===== src/rtl/crack_pkg.sv =====
// ---------------------------------------------------------------------------
// crack_pkg
// Shared definitions for the crack dispatch block.
//   KEY_W        key width seen by the crack cores
//   KEY_NONE     result key reported when no core finds a key
//   PT_LEN_ADDR  plaintext address holding the length byte
//   state_t      dispatch FSM states
// ---------------------------------------------------------------------------
package crack_pkg;

   localparam int              KEY_W       = 24;
   localparam logic [KEY_W-1:0] KEY_NONE    = 24'hFFFFFF;
   localparam logic [7:0]      PT_LEN_ADDR = 8'h00;

   typedef enum logic [2:0] {
      S_IDLE      = 3'd0,
      S_LAUNCH    = 3'd1,
      S_WAIT_BUSY = 3'd2,
      S_SEARCH    = 3'd3,
      S_COPY      = 3'd4,
      S_DONE      = 3'd5
   } state_t;

endpackage


===== src/rtl/crack_pt_copier.sv =====
// ---------------------------------------------------------------------------
// crack_pt_copier
// Copies a length-prefixed plaintext (byte 0 = length L, bytes 1..L) from a
// source memory with one cycle of read latency into a destination memory.
// One read address is issued per cycle; the byte returned for address a is
// written to address a in the following cycle. A copy takes L+2 cycles and
// performs exactly L+1 writes.
// Ports:
//   clk, rst_n  clock, synchronous active-low reset
//   start       one-cycle pulse, begins a copy at address 0
//   rddata      source memory q (valid the cycle after rd_addr)
//   rd_addr     source read address
//   wr_addr     destination write address
//   wr_data     destination write data (0 when not writing)
//   wren        destination write enable
//   done        high during the final write cycle
// ---------------------------------------------------------------------------
module crack_pt_copier
   import crack_pkg::*;
(
   input  logic       clk,
   input  logic       rst_n,
   input  logic       start,
   input  logic [7:0] rddata,
   output logic [7:0] rd_addr,
   output logic [7:0] wr_addr,
   output logic [7:0] wr_data,
   output logic       wren,
   output logic       done
);

   logic       busy;
   logic [8:0] cnt;       // address being issued this cycle; 9 bits so L=255 can stop at 256
   logic       wr_v;      // a read was issued last cycle, so rddata is live now
   logic [7:0] wr_addr_q;
   logic [7:0] len_q;
   logic [7:0] cur_len;
   logic       issue;

   assign rd_addr = cnt[7:0];
   assign wr_addr = wr_addr_q;

   always_comb begin
      // The length byte is used in the same cycle it returns so that the
      // decision to issue address 1 does not cost an extra cycle.
      cur_len = len_q;
      if (wr_v && (wr_addr_q == PT_LEN_ADDR)) cur_len = rddata;
      issue   = busy && ((cnt == 9'd0) || (cnt <= {1'b0, cur_len}));
      wren    = busy && wr_v;
      done    = wren && !issue;
      wr_data = wren ? rddata : 8'h00;
   end

   always_ff @(posedge clk) begin
      if (!rst_n) begin
         busy      <= 1'b0;
         cnt       <= 9'd0;
         wr_v      <= 1'b0;
         wr_addr_q <= 8'h00;
         len_q     <= 8'h00;
      end else if (start) begin
         busy      <= 1'b1;
         cnt       <= 9'd0;
         wr_v      <= 1'b0;
         wr_addr_q <= 8'h00;
      end else if (busy) begin
         if (done) begin
            busy      <= 1'b0;
            cnt       <= 9'd0;
            wr_v      <= 1'b0;
            wr_addr_q <= 8'h00;
         end else begin
            cnt       <= cnt + 9'd1;
            wr_v      <= issue;
            wr_addr_q <= cnt[7:0];
            if (wr_v && (wr_addr_q == PT_LEN_ADDR)) len_q <= rddata;
         end
      end
   end

endmodule


===== src/rtl/crack_dispatch.sv =====
// ---------------------------------------------------------------------------
// crack_dispatch
// Splits the key space across NUM_CORES crack cores (core i starts at key i
// and steps by NUM_CORES), launches them together, picks the lowest-index core
// reporting a valid key, and copies that core's plaintext into the result pt
// memory.
// Handshake: a start request is accepted on any edge where en=1 and rdy=1;
// en is ignored whenever rdy=0. rdy stays low until the result is final.
// Ports:
//   clk, rst_n           clock, synchronous active-low reset
//   en / rdy             start request / idle
//   key, key_valid       result key (KEY_NONE if none), plaintext copied
//   core_en              one-cycle start pulse to every core
//   core_rdy, core_key, core_key_valid   per-core status (packed, core i low)
//   core_start_key, core_key_inc         constant key-space partition
//   core_pt_addr_copy, core_pt_wren_copy, core_pt_rddata   core pt read path
//   res_addr, res_wrdata, res_wren       result pt memory write port
//   state                FSM state, for observation
// ---------------------------------------------------------------------------
module crack_dispatch
   import crack_pkg::*;
#(
   parameter int NUM_CORES = 2,
   parameter int KEY_W     = crack_pkg::KEY_W
) (
   input  logic                       clk,
   input  logic                       rst_n,
   input  logic                       en,
   output logic                       rdy,
   output logic [KEY_W-1:0]           key,
   output logic                       key_valid,
   output logic [NUM_CORES-1:0]       core_en,
   input  logic [NUM_CORES-1:0]       core_rdy,
   input  logic [NUM_CORES*KEY_W-1:0] core_key,
   input  logic [NUM_CORES-1:0]       core_key_valid,
   output logic [NUM_CORES*KEY_W-1:0] core_start_key,
   output logic [KEY_W-1:0]           core_key_inc,
   output logic [7:0]                 core_pt_addr_copy,
   output logic                       core_pt_wren_copy,
   input  logic [NUM_CORES*8-1:0]     core_pt_rddata,
   output logic [7:0]                 res_addr,
   output logic [7:0]                 res_wrdata,
   output logic                       res_wren,
   output state_t                     state
);

   localparam int IDX_W = (NUM_CORES > 1) ? $clog2(NUM_CORES) : 1;

   state_t           state_nxt;
   logic [NUM_CORES-1:0] win;
   logic             win_any;
   logic [IDX_W-1:0] win_idx;
   logic [KEY_W-1:0] win_key;
   logic [IDX_W-1:0] winner_q;
   logic             found_q;
   logic [7:0]       pt_q;
   logic             copy_start;
   logic             copy_done;

   // Constant key-space partition.
   for (genvar g = 0; g < NUM_CORES; g++) begin : g_start_key
      assign core_start_key[g*KEY_W +: KEY_W] = KEY_W'(g);
   end
   assign core_key_inc      = KEY_W'(NUM_CORES);
   assign core_pt_wren_copy = 1'b0;

   // Lowest index wins when several cores finish in the same cycle.
   always_comb begin
      win     = core_rdy & core_key_valid;
      win_any = |win;
      win_idx = '0;
      win_key = '0;
      for (int i = NUM_CORES - 1; i >= 0; i--) begin
         if (win[i]) begin
            win_idx = IDX_W'(i);
            win_key = core_key[i*KEY_W +: KEY_W];
         end
      end
   end

   always_comb begin
      pt_q = 8'h00;
      for (int i = 0; i < NUM_CORES; i++) begin
         if (winner_q == IDX_W'(i)) pt_q = core_pt_rddata[i*8 +: 8];
      end
   end

   // State register
   always_ff @(posedge clk) begin
      if (!rst_n) state <= S_IDLE;
      else        state <= state_nxt;
   end

   // Next-state logic; core_rdy is not looked at in WAIT_BUSY because the
   // cores are still showing their pre-launch rdy there.
   always_comb begin
      state_nxt = state;
      case (state)
         S_IDLE:      if (en) state_nxt = S_LAUNCH;
         S_LAUNCH:    state_nxt = S_WAIT_BUSY;
         S_WAIT_BUSY: state_nxt = S_SEARCH;
         S_SEARCH: begin
            if (win_any)        state_nxt = S_COPY;
            else if (&core_rdy) state_nxt = S_DONE;
         end
         S_COPY:      if (copy_done) state_nxt = S_DONE;
         S_DONE:      state_nxt = S_IDLE;
         default:     state_nxt = S_IDLE;
      endcase
   end

   // Output logic
   always_comb begin
      rdy        = (state == S_IDLE);
      core_en    = (state == S_LAUNCH) ? '1 : '0;
      copy_start = (state == S_SEARCH) && win_any;
   end

   // Result registers
   always_ff @(posedge clk) begin
      if (!rst_n) begin
         key       <= '0;
         key_valid <= 1'b0;
         found_q   <= 1'b0;
         winner_q  <= '0;
      end else begin
         case (state)
            S_IDLE: begin
               if (en) begin
                  key_valid <= 1'b0;
                  found_q   <= 1'b0;
               end
            end
            S_SEARCH: begin
               if (win_any) begin
                  key      <= win_key;
                  winner_q <= win_idx;
                  found_q  <= 1'b1;
               end else if (&core_rdy) begin
                  key <= KEY_NONE;
               end
            end
            S_DONE:  key_valid <= found_q;
            default: ;
         endcase
      end
   end

   crack_pt_copier u_copier (
      .clk     (clk),
      .rst_n   (rst_n),
      .start   (copy_start),
      .rddata  (pt_q),
      .rd_addr (core_pt_addr_copy),
      .wr_addr (res_addr),
      .wr_data (res_wrdata),
      .wren    (res_wren),
      .done    (copy_done)
   );

endmodule


===== config.mk =====
export PLATFORM = sky130hd
export DESIGN_NAME = crack_dispatch
export DESIGN_NICKNAME = d
export VERILOG_FILES = /design/src/rtl/crack_pkg.sv /design/src/rtl/crack_pt_copier.sv /design/src/rtl/crack_dispatch.sv
export SDC_FILE = /design/constraint.sdc
export NUM_CORES = 1
export LEC_CHECK = 0
export CAP_MARGIN = 20
export CORE_ASPECT_RATIO = 0.8
export CORE_MARGIN = 2
export CORE_UTILIZATION = 65
export DETAILED_ROUTE_END_ITERATION = 16
export DONT_BUFFER_PORTS = 1
export GPL_ROUTABILITY_DRIVEN = 0
export PLACE_DENSITY = 0.81
export SYNTH_ARGS = -nofsm -noshare
export SYNTH_HDL_FRONTEND = slang
export SYNTH_SLANG_ARGS = --single-unit

===== constraint.sdc =====
create_clock -name clk -period 5.9 [get_ports clk]
set_input_delay 0.295 -clock clk [delete_from_list [all_inputs] [get_ports clk]]
set_output_delay 0.295 -clock clk [all_outputs]
set_load 0.01 [all_outputs]

# == Word level (Yosys, flattened, before mapping) ==
# Cells that the tools add are included.
# totals
register_bits,57
in_bits,71
out_inout_bits,129
wordCells,72
# classes
n_addsub,1
magnitude_cmp,1
n_eq_ne,9
muxes,25
n_bitwise,4
n_reduce_logical,22
# op_table
cell,n
$mux W24,4
$mux W8,4
$pmux W3 S5,1
$mux W3,4
$add A9 B1 Y9 const B,1
$le A9 B8 Y1,1
$logic_not A9 Y1,1
$mux W9,1
$reduce_and A3 Y1,3
$logic_not A8 Y1,1
$mux W1,8
$reduce_and A2 Y1,4
$eq A3 B2 Y1 const B,2
$eq A3 B3 Y1 const B,2
$ne A2 B2 Y1 const B,3
$reduce_bool A2 Y1,3
$logic_and A1 B1 Y1,5
$pmux W1 S2,2
$reduce_or A2 Y1,2
$eq A3 B1 Y1 const B,1
$logic_not A3 Y1,1
$ne A3 B3 Y1 const B,1
$not A1 Y1,3
$and A2 B2 Y2,1
other kinds (3),3

# == Logic depth before layout (Yosys ltp) ==
# Gate-level depths: netlist (run 1).
# depth
word_depth,11
depth_mapped,9
depth_no_buf,9

# == Hierarchy ==
# A second synthesis (run 1) with hierarchy kept.
# hier_totals
cells_unflattened,430
area_unflattened_um2,3866.2
# modules_own_cells
mod,instances,cells_each,area_each_um2
crack_dispatch,1,263,2317.2
crack_pt_copier,1,167,1549.0

# == Worst setup path before layout (run 1) ==
# Ideal clock, no wire load.
# synth_timing
path_type,register -> register
from,register u_copier.wr_addr_q[1] (netlist: u_copier.wr_addr[1])
to,register u_copier.len_q[1]
setup_time_ns,0.121
arrival_time_ns,2.911
required_time_ns,5.779
setup_slack_ns,2.868
path_stages_with_launch,10
path_buffers,0
cell_sequence,dfxtp_1 > nor4_1 > nand4_1 > mux2i_1 > ha_1 > a21oi_1 > o221ai_1 > a2111oi_4 > o211ai_4 > mux2_2
# synth_via
elab_chain_len,10
# synth_lines
item,line,rtl
from (decl),crack_pt_copier.sv:35,logic [7:0] wr_addr_q;
from (signal assigned),crack_pt_copier.sv:75,wr_addr_q <= cnt[7:0];
$logic_not A8 Y1 (*),"crack_pt_copier.sv:47, crack_pt_copier.sv:76",
$logic_and A1 B1 Y1 (*),"crack_pt_copier.sv:47, crack_pt_copier.sv:76",
$mux W8 (*),crack_pt_copier.sv:47,if (wr_v && (wr_addr_q == PT_LEN_ADDR)) cur_len = rddata;
$le A9 B8 Y1,crack_pt_copier.sv:48,"issue = busy && ((cnt == 9'd0) || (cnt <= {1'b0, cur_len}));"
$logic_or A1 B1 Y1,crack_pt_copier.sv:48,
$logic_and A1 B1 Y1,crack_pt_copier.sv:48,
$logic_not A1 Y1,crack_pt_copier.sv:50,done = wren && !issue;
$logic_and A1 B1 Y1,crack_pt_copier.sv:50,
$not A1 Y1 (no source line),-,
$reduce_and A3 Y1 (no source line),-,
to (signal assigned),crack_pt_copier.sv:76,if (wr_v && (wr_addr_q == PT_LEN_ADDR)) len_q <= rddata;
to (decl),crack_pt_copier.sv:36,logic [7:0] len_q;
# Every way passes the cells marked *; elsewhere a longest branch is shown, timed or not.
# A chain may end at the register's enable or synchronous reset.

# == Worst setup path in the final report (run 1) ==
# layout_timing
from,register u_copier.wr_addr_q[1] (netlist: u_copier.wr_addr[1])
to,register u_copier.len_q[6]
# The elaborated chain is that of the path after synthesis.

==> results of run 1 <==
-- worst max-delay path, stage by stage, from the launching register on --
cell	delay, ns
dfxtp_1	0.37
nor4_1	0.33
nand4_1	0.60
mux2i_1	0.42
ha_1	0.32
a21oi_1	0.15
o221ai_1	0.16
a2111oi_4	0.63
o211ai_4	0.23
mux2_2	0.32
-- placed cells by master (no fill, tap or decap), types with 2 or more instances in the layout --
master      instances
conb_1             73
dfxtp_1            57
nand2_1            44
o221ai_1           25
a21boi_0           24
nor2b_1            19
mux2_2             16
nor2_1             15
ha_1               10
clkbuf_8            9
mux2i_1             8
a21oi_1             7
xor2_1              7
and2_1              7
nand4_1             6
a32o_1              6
o21ai_0             5
inv_1               3
nor3_1              3
nand3_1             3
o21a_1              3
o211ai_1            3
nor4_1              2
nor4b_1             2
nand3b_1            2
and3_1              2
a21boi_1            2
bufinv_16           2
clkinv_2            2
clkinvlp_4          2
-- flip-flops by register name (all words and copies together), names as in the netlist --
signal and cells:
key 24, u_copier.cnt 9, u_copier.len_q 8, u_copier.wr_addr 8, state 3, found_q 1, key_valid 1, u_copier.busy 1
u_copier.wr_v 1, winner_q 1
-- cells by family (layout without fill, tap and decap cells) --
family          Yosys count  count (layout)
simple gates            109             109
buf+inv                 105              19
compound gates           84              84
flops                    57              57
mux                      24              24
fa+ha+maj                10              10
xor+xnor                  7               7
other cells               2              73
-- power by group --
group	internal, uW	total, uW	switching [uW]
Clock	237	399	161
Combinational	20.4	71.1	50.7
Sequential	391	402	10.8
Total	649	872	223
-- worst max-delay path by stage --
stage / from / end / slack, ns / cells past startpoint
5_1_grt: u_copier.wr_addr[1] / u_copier.len_q[7] / 2.01 / 9
3_5_place_dp: u_copier.wr_addr[1] / u_copier.len_q[6] / 2.36 / 9
4_1_cts: u_copier.wr_addr[1] / u_copier.len_q[6] / 2.31 / 9
3_3_place_gp: u_copier.wr_addr[1] / u_copier.len_q[1] / 2.52 / 9
2_1_floorplan: u_copier.wr_addr[1] / u_copier.len_q[1] / 2.87 / 9
6_report: u_copier.wr_addr[1] / u_copier.len_q[6] / 2.24 / 9
-- Yosys cell counts (2+ instances only) --
| cell | count | area, sq um |
|---|---|---|
| ha_1 | 10 | 125 |
| buf_4 | 82 | 616 |
| dfxtp_1 | 57 | 1140 |
| and2_1 | 7 | 43.8 |
| conb_1 | 2 | 7.51 |
| a21boi_0 | 24 | 180 |
| o21ai_0 | 5 | 25.0 |
| nor2b_1 | 19 | 119 |
| nand4_1 | 6 | 37.5 |
| nand3_1 | 3 | 15.0 |
| o21a_1 | 3 | 22.5 |
| nor2_1 | 15 | 56.3 |
| mux2i_1 | 8 | 80.1 |
| nand2_1 | 44 | 165 |
| nand3b_1 | 2 | 15.0 |
| nor4_1 | 2 | 12.5 |
| xor2_1 | 7 | 61.3 |
| a21oi_1 | 8 | 40.0 |
| o221ai_1 | 25 | 219 |
| nor3_1 | 3 | 15.0 |
| a21boi_1 | 2 | 15.0 |
| mux2_2 | 16 | 180 |
| o211ai_1 | 3 | 22.5 |
| clkbuf_1 | 17 | 63.8 |
| a32o_1 | 6 | 60.1 |
| nor4b_1 | 2 | 17.5 |
| inv_1 | 3 | 11.3 |
| buf_2 | 3 | 15.0 |
| and3_1 | 2 | 12.5 |
-- through the flow --
stage                     cell area (sq um)  total power [uW]  instances  setup WS, ns
after floorplan                        3790               512        469          2.87
after global placement                 3180               479        429          2.52
after detailed placement               3180               480        429          2.36
after CTS                              3400               878        445          2.31
after global routing                   3400               908        445          2.01
final                                  3400               872        445          2.24
-- final cells by class --
| class | count | area [sq um] | area share |
|---|---|---|---|
| multi-input cells | 307 | 1950 | 0.574 |
| inverters | 3 | 11.3 | 0.00331 |
| clock buffers | 9 | 124 | 0.0364 |
| well taps | 62 | 77.6 | 0.0228 |
| flip-flops and latches | 57 | 1140 | 0.336 |
| clock inverters | 7 | 93.8 | 0.0276 |
-- per-layer routing --
layer  up-vias  routed length (um)
met5         -                   0
met4         0                  89
met3        10                 704
met2       157                3540
met1      1224                3060
li1       1215                   -
==> impl_metrics.json, run 1 <==
{
  "max_cap_viol_count": 0,
  "grt_overflow": 0,
  "drt-total-wl_um": 7400,
  "ant_nets": 0,
  "die_x_um": 86.4,
  "grt.busiest_layer": "met2",
  "met1_usage": 0.315,
  "worst-r2r-cell-count": 9,
  "synth_fa_ha_area_frac": 0.0355,
  "syn_area_per_cell_sq_um": 8.87,
  "synth_top_family_by_area": "buffers and inverters",
  "drc": 0,
  "hold_class": "input port to flop",
  "worstReg2RegEnd": "u_copier.len_q[6]",
  "vias_per_cell": 5.86,
  "n_antenna_cell": 0,
  "synthToLayoutAreaGrowth_pct": -3.65,
  "track_usage": 0.243,
  "power.density_nw_per_um2": 256,
  "cts.clk_slew.worst_paths_ns": 0.07,
  "cts_sinks": 57,
  "clockRootBuffer": "clkbuf_8",
  "fp-row-count": 23,
  "muxShareOfSynthArea": 0.0738,
  "rsz0062_at_grt": "no",
  "synth-async-reset-ratio": 0,
  "use_met2": 0.377,
  "met3_usage": 0.0875,
  "cp.required_ns": 6.12,
  "antenna_found_initial": 0,
  "synth_edf_count": 0,
  "cts_buffers": 9,
  "die_h_um": 69.9,
  "clock_path_buffers": 2,
  "ys_warn_count": 0,
  "ys_seq_area_frac": 0.323,
  "synth_area_sq_um": 3530,
  "io_buffer_count": 0,
  "endpoint_kind": "flop",
  "dr.pass1.iters": 5,
  "tritoncts": "done",
  "skew_ns": 0.00769,
  "grt_max_degree": 50,
  "final-hold-violation-count": 0,
  "hp-start": "rst_n",
  "core_area_sq_um": 5120,
  "setup_viol": 0,
  "die-area_sq_um": 6040,
  "setup_tns_ns": 0,
  "worst_hold_slack_ns": 0.0971,
  "cts_hold_buf": 0,
  "drive_gt1_frac": 0.0992,
  "synth-compound-area-share": 0.194,
  "cp.arrival_ns": 3.88,
  "nFillCells": 424,
  "cts-htree-levels": 3,
  "ys_seq_elements": 57,
  "ff2ff_setup_slack_ns": 2.24,
  "min_path_cells": 1,
  "vias": 2606,
  "drv_slew": 0,
  "finalCritPeriodShare": 0.620,
  "start_util": 0.689,
  "ir_drop_uv": 190,
  "ys.flop_type": "dfxtp_1",
  "grt_pass1_vias": 2291,
  "fmax_mhz": 273,
  "r2r_start": "u_copier.wr_addr[1]",
  "crit_type": "flop to flop",
  "wl_per_cell_um": 16.6,
  "postCtsSetupRepairBufs": 0,
  "synthXorXnorAreaFrac": 0.0174,
  "grt_pass1_wl_um": 11500,
  "final_util": 0.664,
  "leakage_uw": 0.00135,
  "synthSimpleGateAreaFrac": 0.154,
  "path_max_fanout": 8,
  "synthCells": 398,
  "outcome": "complete, no violations",
  "clk_latency_ns": 0.34,
  "io_pins": 200,
  "cts.repair.resized": 0,
  "post-route-min-period_ns": 3.66,
  "holdPathEnd": "u_copier.busy",
  "worst_pin_slew_ns": 0.953,
  "drtIter0Drc": 168,
  "maxSlewHeadroom": 0.365,
  "dpl.hpwl_um": 5560,
  "nets": 459,
  "worst_setup_path_start_kind": "flop",
  "synth_cell_types": 41
}
Power figures use the tool's default switching activity.
==> run 2: changes to the inputs <==
--- a/config.mk
+++ b/config.mk
@@ -5,14 +5,15 @@
 export SDC_FILE = /design/constraint.sdc
 export NUM_CORES = 1
 export LEC_CHECK = 0
+export ABC_AREA = 1
 export CAP_MARGIN = 20
 export CORE_ASPECT_RATIO = 0.8
 export CORE_MARGIN = 2
-export CORE_UTILIZATION = 65
+export CORE_UTILIZATION = 58
 export DETAILED_ROUTE_END_ITERATION = 16
 export DONT_BUFFER_PORTS = 1
 export GPL_ROUTABILITY_DRIVEN = 0
-export PLACE_DENSITY = 0.81
+export PLACE_DENSITY = 0.76
 export SYNTH_ARGS = -nofsm -noshare
 export SYNTH_HDL_FRONTEND = slang
 export SYNTH_SLANG_ARGS = --single-unit
==> constraint.sdc (replaced) <==
create_clock -name clk -period 3.14 [get_ports clk]
set_input_delay 0.157 -clock clk [delete_from_list [all_inputs] [get_ports clk]]
set_output_delay 0.157 -clock clk [all_outputs]
set_load 0.01 [all_outputs]
==> run 2 against run 1 <==
Fmax up 33%. Synthesized cell count grew 25%. Sequential cell count unchanged. Highest routed layer unchanged. Routed wire length rose by 9.0%. Combinational power increased to 4.8 times the previous value.
==> impl_metrics.json, run 2 <==
{
  "synth_area_sq_um": 3740,
  "multi_input_area_sq_um": 1950,
  "synthCells": 496,
  "drtIter0Drc": 109,
  "ys_seq_elements": 57,
  "regArea_sq_um": 1140,
  "finalCritPeriodShare": 0.874,
  "hold_class": "input port to flop",
  "synth_commonest_cells": "buf_4 (84), nand2_1 (84), nor2_1 (66), dfxtp_1 (57), inv_1 (42)",
  "largest_register_ffs": 24,
  "grt_overflow": 0,
  "track_usage": 0.229,
  "synthToLayoutAreaGrowth_pct": -2.44,
  "setup_tns_ns": 0,
  "worstReg2RegEnd": "u_copier.wr_addr[7]",
  "ir_drop_uv": 320,
  "cts.clk_slew.worst_paths_ns": 0.06,
  "die_h_um": 75.8,
  "synth-async-reset-ratio": 0,
  "skew_ns": 0.0104,
  "rsz0062_at_grt": "no",
  "worst_slack_ns": 0.396,
  "grt_pass1_vias": 2655,
  "preCtsSetupSlack_ns": 0.449,
  "setup_viol": 0,
  "start_util": 0.592,
  "ant_nets": 0,
  "drc": 0,
  "grt_max_degree": 33,
  "vias_per_cell": 5.07,
  "leakage_uw": 0.00158,
  "dpl.hpwl_um": 5970,
  "place_area_sq_um": 3410,
  "yosys-top-cells-area": "dfxtp_1 (31%), buf_4 (17%), nand2_1 (8.4%)",
  "cp.required_ns": 3.35,
  "io_pins": 200,
  "ff2ff_setup_slack_ns": 0.40,
  "syn_area_per_cell_sq_um": 7.53,
  "vias": 2900,
  "dr.pass1.iters": 4,
  "drv_slew": 0,
  "worst-r2r-cell-count": 17,
  "cts_sinks": 57,
  "final-hold-violation-count": 0,
  "endpoint_kind": "flop",
  "crit_type": "flop to flop",
  "worst_setup_path_start_kind": "flop",
  "drt-total-wl_um": 8060,
  "n_antenna_cell": 0,
  "fp-row-count": 26,
  "fmax_mhz": 364,
  "cp.arrival_ns": 2.95,
  "clockRootBuffer": "clkbuf_8",
  "top_regs": "key x24, u_copier.cnt x9",
  "post-route-min-period_ns": 2.74,
  "yosysTopAreaCellShare": 0.305,
  "antenna_found_initial": 0,
  "synth_largest_area_cell": "dfxtp_1",
  "worstSetupStartpoint": "u_copier.wr_v",
  "r2r_start": "u_copier.wr_v",
  "drive_gt1_frac": 0.121,
  "layout_commonest_cell": "nand2_1",
  "nFillCells": 585,
  "wl_per_cell_um": 14.1,
  "max_cap_viol_count": 0,
  "clock_path_buffers": 2,
  "synth_edf_count": 0,
  "power.density_nw_per_um2": 520,
  "path_max_fanout": 11,
  "largest_register": "key",
  "cts-htree-levels": 3,
  "grt_pass1_wl_um": 12500,
  "ys.flop_type": "dfxtp_1",
  "clk_latency_ns": 0.33,
  "cts.repair.resized": 0,
  "maxSlewHeadroom": 0.510,
  "synth_cell_types": 32,
  "postLayoutCellArea_sq_um": 3640,
  "ys_seq_area_frac": 0.305,
  "die-area_sq_um": 7100,
  "io_buffer_count": 0,
  "nets": 565,
  "die_x_um": 93.7,
  "outcome": "complete, no violations",
  "ys_warn_count": 0,
  "final_cell_mix": "nand2_1 (84), conb_1 (73), nor2_1 (66), dfxtp_1 (57), inv_1 (42)",
  "cts_buffers": 9,
  "worst_pin_slew_ns": 0.730,
  "core_area_sq_um": 6310,
  "tritoncts": "done",
  "critPathCapture": "u_copier.wr_addr[7]"
}
[run 2: cell count changes after synthesis, moves of 24 or more]
cell	change
nor2_1	+51
nand2_1	+40
inv_1	+39
o221ai_1	-25
a211oi_2	+24
a21boi_0	-24
o22ai_1	+24
[run 2: stage by stage]
stage | util | total power [uW] | hold WS, ns | instances
6_report | 0.578 | 1900 | 0.0844 | 572
5_1_grt | 0.578 | 2010 | 0.0918 | 572
4_1_cts | 0.578 | 1910 | 0.0606 | 572
3_5_place_dp | 0.541 | 1160 | 0.285 | 555
3_3_place_gp | 0.541 | 1150 | 0.283 | 555
2_1_floorplan | - | 1180 | 0.332 | 567
[run 2: kinds of logic after synthesis]
| family | count (synthesis) | synth area share |
|---|---|---|
| and+or+nand+nor | 188 | 0.218 |
| buffers and inverters | 150 | 0.245 |
| DFF | 57 | 0.305 |
| AOI/OAI and AO/OA | 74 | 0.158 |
| adders and majority gates | 10 | 0.0335 |
| xor gates and xnor gates | 7 | 0.0164 |
| muxes | 8 | 0.0214 |
| other | 2 | 0.00201 |
[run 2: worst max-delay path, stage by stage, from the launching register on]
cell and delay, ns:
dfxtp_1 0.38, inv_1 0.06, nor2_1 0.08, nand2_1 0.09
nor2_4 0.23, nand2_4 0.13, nand2_1 0.08, nand2_1 0.10
ha_1 0.36, nand2_1 0.07, nor2_1 0.14, nand3_1 0.10
nand3_2 0.10, nand3_2 0.23, nand2_1 0.21, inv_2 0.11
nand2_1 0.09, a21oi_1 0.07
[run 2: repair_timing]
item | in CTS | in global routing
hold buffers | 2 | 0
endpoints found under the hold margin | 10 | 0
setup buffers | 0 | 0
[run 2: worst min-delay path by stage]
stage / cells past startpoint / slack, ns / from / endpoint
2_1_floorplan: 3 / 0.33 / en / key_valid
3_3_place_gp: 2 / 0.28 / rst_n / u_copier.len_q[0]
3_5_place_dp: 2 / 0.28 / rst_n / u_copier.len_q[5]
4_1_cts: 3 / 0.06 / core_key_valid[0] / winner_q
5_1_grt: 3 / 0.09 / core_key_valid[0] / winner_q
6_report: 3 / 0.08 / core_key_valid[0] / winner_q
[run 2: routing by layer]
metal  wire, um  global-route usage  vias to the layer above
li1           -                   -                     1436
met1       3260               0.265                     1319
met2       4070               0.403                      132
met3        607              0.0831                       13
met4        123              0.0676                        0
met5          0                   0                        -
[run 2: power by group]
group / switching (uW) / total, uW / internal, uW / leakage (uW)
logic: 239 / 341 / 102 / 0.00101
registers: 48.5 / 811 / 763 / 0.000461
clock network: 280 / 744 / 464 / 0.000106
[run 2: cell type report]
class                      instances  share of cell area
clock buffer                      12              0.0398
clock inverter                     3              0.0179
inverter                          49              0.0505
multi-input combinational        360               0.534
sequential                        57               0.313
tap                               84              0.0288
timing repair buffer               7              0.0158
==> run 3: changes to the inputs <==
--- a/config.mk
+++ b/config.mk
@@ -9,11 +9,12 @@
 export CAP_MARGIN = 20
 export CORE_ASPECT_RATIO = 0.8
 export CORE_MARGIN = 2
-export CORE_UTILIZATION = 58
+export CORE_UTILIZATION = 55
 export DETAILED_ROUTE_END_ITERATION = 16
 export DONT_BUFFER_PORTS = 1
 export GPL_ROUTABILITY_DRIVEN = 0
-export PLACE_DENSITY = 0.76
+export MAX_ROUTING_LAYER = met4
+export PLACE_DENSITY_LB_ADDON = 0.1
 export SYNTH_ARGS = -nofsm -noshare
 export SYNTH_HDL_FRONTEND = slang
 export SYNTH_SLANG_ARGS = --single-unit
==> run 3 against run 2 <==
Register-to-register slack better by 0.04 ns. Critical path type unchanged. Sequential power hardly changed. First-iteration DRC count is 11% lower. Fmax is 1.4% higher. Setup slack better by 0.039 ns. Die area is 5.2% higher. Sequential cell count stayed put.
==> impl_metrics.json, run 3 (same netlist as run 2, synthesis figures left out) <==
{
  "track_usage": 0.216,
  "worstReg2RegEnd": "u_copier.wr_addr[0]",
  "cts_sinks": 57,
  "max_cap_viol_count": 0,
  "die_h_um": 77.7,
  "worst_slack_ns": 0.435,
  "antenna_found_initial": 0,
  "grt_overflow": 0,
  "final-hold-violation-count": 0,
  "rsz0062_at_grt": "no",
  "setup_tns_ns": 0,
  "post-route-min-period_ns": 2.71,
  "path_max_fanout": 11,
  "holdPathEnd": "winner_q",
  "crit_type": "flop to flop",
  "postCtsSetupRepairBufs": 0,
  "largest_register_ffs": 24,
  "drive_gt1_frac": 0.123,
  "drtIter0Drc": 97,
  "vias_per_cell": 4.92,
  "fp-row-count": 26,
  "cts_buffers": 9,
  "worstSetupStartpoint": "u_copier.wr_addr[0]",
  "worst-r2r-cell-count": 17,
  "drv_slew": 0,
  "dpl.hpwl_um": 5800,
  "cts.repair.resized": 0,
  "drt-total-wl_um": 7680,
  "preCtsSetupSlack_ns": 0.454,
  "wl_per_cell_um": 13.4,
  "worst_setup_path_start_kind": "flop",
  "io_buffer_count": 0,
  "n_antenna_cell": 0,
  "layout_commonest_cell": "nand2_1",
  "min_path_cells": 3,
  "finalCritPeriodShare": 0.862,
  "drc": 0,
  "vias": 2808,
  "worst_pin_slew_ns": 0.963,
  "clock_path_buffers": 2,
  "io_pins": 200,
  "cp.arrival_ns": 2.97,
  "skew_ns": 0.00528,
  "outcome": "complete, no violations",
  "largest_register": "key",
  "die-area_sq_um": 7470,
  "endpoint_kind": "flop",
  "setup_viol": 0,
  "grt_pass1_wl_um": 12200,
  "die_x_um": 96.1,
  "grt_pass1_vias": 2572,
  "start_util": 0.577,
  "ir_drop_uv": 277,
  "hp-start": "core_key_valid[0]",
  "final_cell_mix": "nand2_1 (84), conb_1 (73), nor2_1 (66), dfxtp_1 (57), inv_1 (42)",
  "dr.pass1.iters": 5,
  "r2r_start": "u_copier.wr_addr[0]",
  "cp.required_ns": 3.40,
  "fmax_mhz": 370,
  "maxSlewHeadroom": 0.357,
  "top_regs": "key x24, u_copier.cnt x9",
  "core_area_sq_um": 6470,
  "tritoncts": "done",
  "synthToLayoutAreaGrowth_pct": -2.41,
  "nets": 563,
  "cts_hold_buf": 2,
  "clockRootBuffer": "clkbuf_8",
  "hold_class": "input port to flop",
  "ff2ff_setup_slack_ns": 0.43,
  "cts-htree-levels": 3,
  "leakage_uw": 0.00157,
  "power.density_nw_per_um2": 526,
  "cts.clk_slew.worst_paths_ns": 0.07,
  "clk_latency_ns": 0.34,
  "grt_max_degree": 49,
  "ant_nets": 0
}
[run 3: how the worst max path moves through the flow]
stage | cells after the start | to | slack [ns]
after floorplan | 15 | u_copier.len_q[0] | 0.96
after global placement | 17 | u_copier.cnt[1] | 0.54
after detailed placement | 17 | u_copier.wr_addr[0] | 0.45
after CTS | 17 | u_copier.wr_addr[0] | 0.43
after global routing | 17 | u_copier.wr_addr[1] | 0.1
final | 17 | u_copier.wr_addr[0] | 0.43
[run 3: metal layers]
layer	global-route usage	vias to the layer above	wire length, um
li1	-	1431	-
met1	0.275	1253	3460
met2	0.326	114	3600
met3	0.0573	10	495
met4	0.0843	0	112
met5	-	-	0
[run 3: layout make-up]
type	count	area, sq um
clock buffer	9	124
clock inverter	7	103
fill	637	2830
inverter	49	184
multi-input combinational	360	1950
sequential	57	1140
tap	84	105
timing repair buffer	5	42.5
[run 3: power breakdown]
group,switching (uW),total (uW),internal (uW),leakage (uW)
clock network,322,775,453,0.000110
registers,47.7,810,762,0.000461
logic,234,334,100,0.000999
total,604,1920,1310,0.00157
[run 3: worst max-delay path: stages, from the launching register on]
cell and delay, ns:
dfxtp_1 0.36, nor2_1 0.22, nand2_1 0.12, nor2_4 0.21
nand2_4 0.11, nand2_1 0.07, nand2_1 0.07, ha_1 0.29
nand2_1 0.07, nor2_1 0.16, nand2_1 0.07, nand2_1 0.07
nand2_1 0.08, nand3_2 0.22, nand2_1 0.15, inv_2 0.16
nand2_1 0.07, a21oi_1 0.13
[run 3: through the flow]
stage	power, uW	area, sq um	util	cells	hold WS [ns]
5_1_grt	2030	3650	0.563	571	0.0640
4_1_cts	1940	3650	0.563	571	0.0576
3_5_place_dp	1150	3400	0.525	553	0.286
2_1_floorplan	1180	4000	-	567	0.332
6_report	1920	3650	0.563	571	0.0743
3_3_place_gp	1150	3400	0.525	553	0.282
